==> src/rtl/qerv_dbus_ctrl.sv <==
// qerv data-bus master: turns a core load/store request into a single Wishbone-style
// transaction, replicates store data across byte lanes, and streams aligned,
// sign/zero-extended load data back to the core BITS_PER_CYCLE bits at a time.
module qerv_dbus_ctrl #(
  parameter int unsigned BITS_PER_CYCLE = 4,
  parameter int unsigned LB             = $clog2(BITS_PER_CYCLE)
) (
  input  logic                      i_clk,
  input  logic                      i_rst_n,
  input  logic                      i_cmd_valid,
  input  logic                      i_we,
  input  logic [1:0]                i_size,
  input  logic                      i_signed,
  input  logic [31:0]               i_adr,
  input  logic [1:0]                i_lsb,
  input  logic [31:0]               i_wdata,
  output logic                      o_busy,
  output logic [31:0]               o_wb_adr,
  output logic [31:0]               o_wb_dat,
  output logic [3:0]                o_wb_sel,
  output logic                      o_wb_we,
  output logic                      o_wb_cyc,
  input  logic [31:0]               i_wb_rdt,
  input  logic                      i_wb_ack,
  output logic                      o_rdy,
  output logic                      o_misalign,
  input  logic                      i_rd_en,
  output logic [BITS_PER_CYCLE-1:0] o_rd_q
);

  // Chunk counter spans 32/BITS_PER_CYCLE consumes.
  localparam int unsigned CntW = 5 - LB;
  localparam logic [CntW-1:0] CntLast = CntW'(32 / BITS_PER_CYCLE - 1);

  typedef enum logic [1:0] {StIdle, StBus, StShift} state_e;

  state_e            state_q;
  logic [1:0]        size_q;
  logic              signed_q;
  logic [1:0]        lsb_q;
  logic [31:0]       rd_data_q;
  logic [CntW-1:0]   cnt_q;

  logic              misalign_c;
  logic [3:0]        sel_c;
  logic [31:0]       dat_c;
  logic [31:0]       rdt_shifted;
  logic [31:0]       ext_c;

  // Word address low bits are dropped by design.
  logic unused_adr;
  assign unused_adr = ^i_adr[1:0];

  // Request decode: alignment check, byte enables and lane-replicated store data.
  always_comb begin
    misalign_c = 1'b0;
    sel_c      = 4'b1111;
    dat_c      = i_wdata;
    case (i_size)
      2'b00: begin
        sel_c = 4'b0001 << i_lsb;
        dat_c = {4{i_wdata[7:0]}};
      end
      2'b01: begin
        misalign_c = i_lsb[0];
        sel_c      = 4'b0011 << i_lsb;
        dat_c      = {2{i_wdata[15:0]}};
      end
      default: begin
        misalign_c = (i_lsb != 2'b00);
      end
    endcase
  end

  // Load data alignment and sign/zero extension.
  always_comb begin
    rdt_shifted = i_wb_rdt >> {lsb_q, 3'b000};
    case (size_q)
      2'b00:   ext_c = {{24{signed_q & rdt_shifted[7]}}, rdt_shifted[7:0]};
      2'b01:   ext_c = {{16{signed_q & rdt_shifted[15]}}, rdt_shifted[15:0]};
      default: ext_c = rdt_shifted;
    endcase
  end

  // Transaction FSM with registered bus and handshake outputs.
  always_ff @(posedge i_clk or negedge i_rst_n) begin
    if (!i_rst_n) begin
      state_q    <= StIdle;
      o_wb_adr   <= '0;
      o_wb_dat   <= '0;
      o_wb_sel   <= '0;
      o_wb_we    <= 1'b0;
      o_wb_cyc   <= 1'b0;
      o_rdy      <= 1'b0;
      o_misalign <= 1'b0;
      size_q     <= '0;
      signed_q   <= 1'b0;
      lsb_q      <= '0;
      rd_data_q  <= '0;
      cnt_q      <= '0;
    end else begin
      o_rdy      <= 1'b0;
      o_misalign <= 1'b0;
      case (state_q)
        StIdle: begin
          if (i_cmd_valid) begin
            if (misalign_c) begin
              o_misalign <= 1'b1;
            end else begin
              state_q  <= StBus;
              o_wb_cyc <= 1'b1;
              o_wb_we  <= i_we;
              o_wb_adr <= {i_adr[31:2], 2'b00};
              o_wb_sel <= sel_c;
              o_wb_dat <= dat_c;
              size_q   <= i_size;
              signed_q <= i_signed;
              lsb_q    <= i_lsb;
            end
          end
        end
        StBus: begin
          if (i_wb_ack) begin
            o_wb_cyc <= 1'b0;
            o_rdy    <= 1'b1;
            if (o_wb_we) begin
              state_q <= StIdle;
            end else begin
              state_q   <= StShift;
              rd_data_q <= ext_c;
              cnt_q     <= '0;
            end
          end
        end
        StShift: begin
          if (i_rd_en) begin
            rd_data_q <= rd_data_q >> BITS_PER_CYCLE;
            cnt_q     <= cnt_q + 1'b1;
            if (cnt_q == CntLast) begin
              state_q <= StIdle;
            end
          end
        end
        default: state_q <= StIdle;
      endcase
    end
  end

  assign o_busy = (state_q != StIdle);
  assign o_rd_q = (state_q == StShift) ? rd_data_q[BITS_PER_CYCLE-1:0] : '0;

endmodule

==> config.mk <==
export PLATFORM = sky130hd
export DESIGN_NAME = qerv_dbus_ctrl
export DESIGN_NICKNAME = d
export VERILOG_FILES = /design/src/rtl/qerv_dbus_ctrl.sv
export SDC_FILE = /design/constraint.sdc
export NUM_CORES = 1
export LEC_CHECK = 0
export ABC_AREA = 1
export BUFFER_PORTS_ARGS = -buffer_cell sky130_fd_sc_hd__buf_4
export CORE_ASPECT_RATIO = 1.1
export CORE_MARGIN = 1.5
export CORE_UTILIZATION = 55
export CTS_BUF_LIST = sky130_fd_sc_hd__clkbuf_16
export DETAILED_ROUTE_END_ITERATION = 10
export PLACE_DENSITY = 0.86
export SKIP_CTS_REPAIR_TIMING = 1
export SLEW_MARGIN = 25
export SYNTH_ARGS = -nofsm -noshare
export SYNTH_HDL_FRONTEND = slang
export SYNTH_SLANG_ARGS = --single-unit
==> constraint.sdc <==
create_clock -name i_clk -period 4.1 [get_ports i_clk]
set_input_delay 0.82 -clock i_clk [delete_from_list [all_inputs] [get_ports i_clk]]
set_output_delay 0.82 -clock i_clk [all_outputs]
set_load 0.1 [all_outputs]
==> results.py <==
metrics = {
    "outcome": {
        "outcome": "finished, final reports clean",
    },
    "logic_synthesis": {
        "yosysSeqAreaShare": 0.4947,
        "yosysTopAreaCellShare": 0.4947,
        "ys_ff_latch": 112,
        "synth_warnings": 0,
        "avgSynthCellArea_um2": 7.199,
        "syn_area_um2": 5665,
        "synth_area_leaders": "dfrtp_1, nand2_1, nand3_1, nor2_1, a21oi_1",
        "synth_cells": 787,
        "yosysTopAreaCell": "dfrtp_1",
        "synth_cell_types": 21,
    },
    "hold_path": {
        "min_path_type": "reg2reg",
    },
    "floorplanning": {
        "fp.dieW_um": 99.77,
        "ios": 184,
        "dieArea_um2": 10920,
        "rows": 38,
        "core_area_um2": 9937,
        "die_h_um": 109.4,
        "initial_core_util": 0.5701,
    },
    "global_routing": {
        "grt_pass1_wl_um": 24340,
        "use_met2": 0.4534,
        "antenna_found_initial": 0,
        "gr-total-overflow": 0,
        "grt_max_degree": 91,
        "grt-busiest-layer": "met2",
        "use_met3": 0.07819,
        "grt_usage": 0.2832,
        "grt_pass1_vias": 5228,
        "use_met1": 0.3652,
    },
    "run": {
        "maxCapViolCount": 0,
    },
    "setup_path": {
        "critPathKind": "reg2out",
        "startpoint_type": "flip-flop",
        "crit_arrival_ps": 2230,
        "end_kind": "primary output",
        "crit_fanout": 26,
        "crit_required_ps": 3280,
    },
    "clock_network": {
        "path_clk_slew_ps": 70,
        "clkLatencyLatePin_ps": 350,
        "clockBufferDepth": 2,
        "cts-root-buf": "clkbuf_16",
        "htree_levels": 3,
        "cts_inserted_buffers": 9,
        "cts_tree": "done",
        "cts_sinks": 112,
    },
    "sta": {
        "hold_viol": 0,
        "tns_ps": 0,
        "worst_slew_pin_slew_ps": 926.6,
        "fin_crit_ps": 3050,
        "max_freq_mhz": 327.9,
        "period_share": 0.7439,
        "fin_worst_skew_ps": 12.00,
        "drv_slew": 0,
        "rsz0062_at_grt": "no",
        "slew_headroom": 0.3814,
        "finalSetupViolCount": 0,
    },
    "route": {
        "vias": 5531,
        "wl_per_cell_um": 13.68,
        "route.detailed.drc": 0,
        "postRouteAntennaNets": 0,
        "drt-total-wl_um": 14530,
        "vias_per_cell": 5.208,
        "dr.pass1.iters": 5,
        "drt-initial-drc-count": 271,
    },
    "cells_and_area": {
        "areaGrowthSynthToFinish_pct": 27.30,
        "diodes": 0,
        "drive_gt1_frac": 0.2251,
        "fin_nets": 1046,
    },
    "placed_design": {
        "gp_congestion": 0.8553,
        "hpwl_um": 10140,
        "port_buffers": 179,
    },
}
-- layout by cell type, fill, tap and decap left out --
cell       instances
or2_2              2
nand2_2            2
inv_2              6
inv_6              3
clkinv_8           2
nor2_1            74
a21oi_1           30
nand2_1          376
ha_1               2
clkinv_4           1
nand4_1            1
clkbuf_16          9
inv_1             22
o21ai_0           27
nor2_2             2
conb_1             2
nand2_4            1
inv_4              1
o21ai_1           24
buf_4            183
nand3_1           59
clkinv_1           1
dfrtp_1          112
-- worst max-delay path, cell delays in order, from the launching register on --
cell     delay (ps)
dfrtp_1         410
nor2_2          620
inv_2           360
nor2_1          180
buf_4           310
-- layout make-up --
class                           count  area (um2)
Clock inverter                      7       71.32
Tap cell                          120       150.1
Timing Repair Buffer              183        1374
Clock buffer                        9       225.2
Sequential cell                   112        2803
Fill cell                         802        2725
Multi-Input combinational cell    602        2477
Inverter                           29       111.4
-- stage by stage --
| step | util | instance area [um2] | hold slack, ps | std cells | worst slack (ps) |
|---|---|---|---|---|---|
| after floorplan | - | 5669 | 445.9 | 788 | 1000 |
| after global placement | 0.6959 | 6915 | 455.9 | 1046 | 1259 |
| after detailed placement | 0.6959 | 6915 | 463.2 | 1046 | 1240 |
| after CTS | 0.7258 | 7212 | 480.1 | 1062 | 1077 |
| after global routing | 0.7258 | 7212 | 497.1 | 1062 | 875.6 |
| final | 0.7258 | 7212 | 474.2 | 1062 | 1050 |
-- registers in the layout, indices dropped and copies added (netlist names), 2 cells and up --
register and flops:
o_wb_adr 30, lsb_q 2, o_wb_sel 4, o_wb_dat 32, state_q 2, size_q 2, cnt_q 3, rd_data_q 32
-- Yosys cell counts, drive strengths merged --
cell      n
a21oi    30
buf      38
clkbuf    7
conb      1
dfrtp   112
ha        2
inv      29
nand2   379
nand3    59
nand4     1
nor2     76
o21ai    51
or2       2
-- path summary, 6_finish.rpt --
kind | end | slack (ps) | cells past startpoint | from
worst min register to register | o_wb_adr[22]$_DFFE_PN0P_ | 470 | 2 | o_wb_adr[22]$_DFFE_PN0P_
max in group asynchronous | o_wb_adr[16]$_DFFE_PN0P_ | 2680 | 2 | i_rst_n
min in group asynchronous | rd_data_q[3]$_DFFE_PN0P_ | 510 | 1 | i_rst_n
worst max register to register | rd_data_q[29]$_DFFE_PN0P_ | 1640 | 8 | lsb_q[0]$_DFFE_PN0P_
worst min-delay path | o_wb_adr[22]$_DFFE_PN0P_ | 470 | 2 | o_wb_adr[22]$_DFFE_PN0P_
worst max-delay path | o_rd_q[3] | 1050 | 4 | state_q[0]$_DFFE_PN0P_
-- cell families after synthesis --
| logic type | after synthesis | share of synthesized area |
|---|---|---|
| AND/OR/NAND/NOR | 517 | 0.3600 |
| flip-flops | 112 | 0.4947 |
| buffers and inverters | 74 | 0.06868 |
| other | 1 | 0.0006619 |
| adder cells (fa/ha/maj) | 2 | 0.004416 |
| AO/OA/AOI/OAI | 81 | 0.07155 |
-- per-layer routing --
metal,vias up,routed length (um)
li1,2749,-
met1,2525,5808
met2,224,6953
met3,33,1283
met4,0,484
met5,-,0
Power is left out: the tool's default activity adds up to more than one toggle a clock period on the data nets, which glitch-free logic cannot reach.
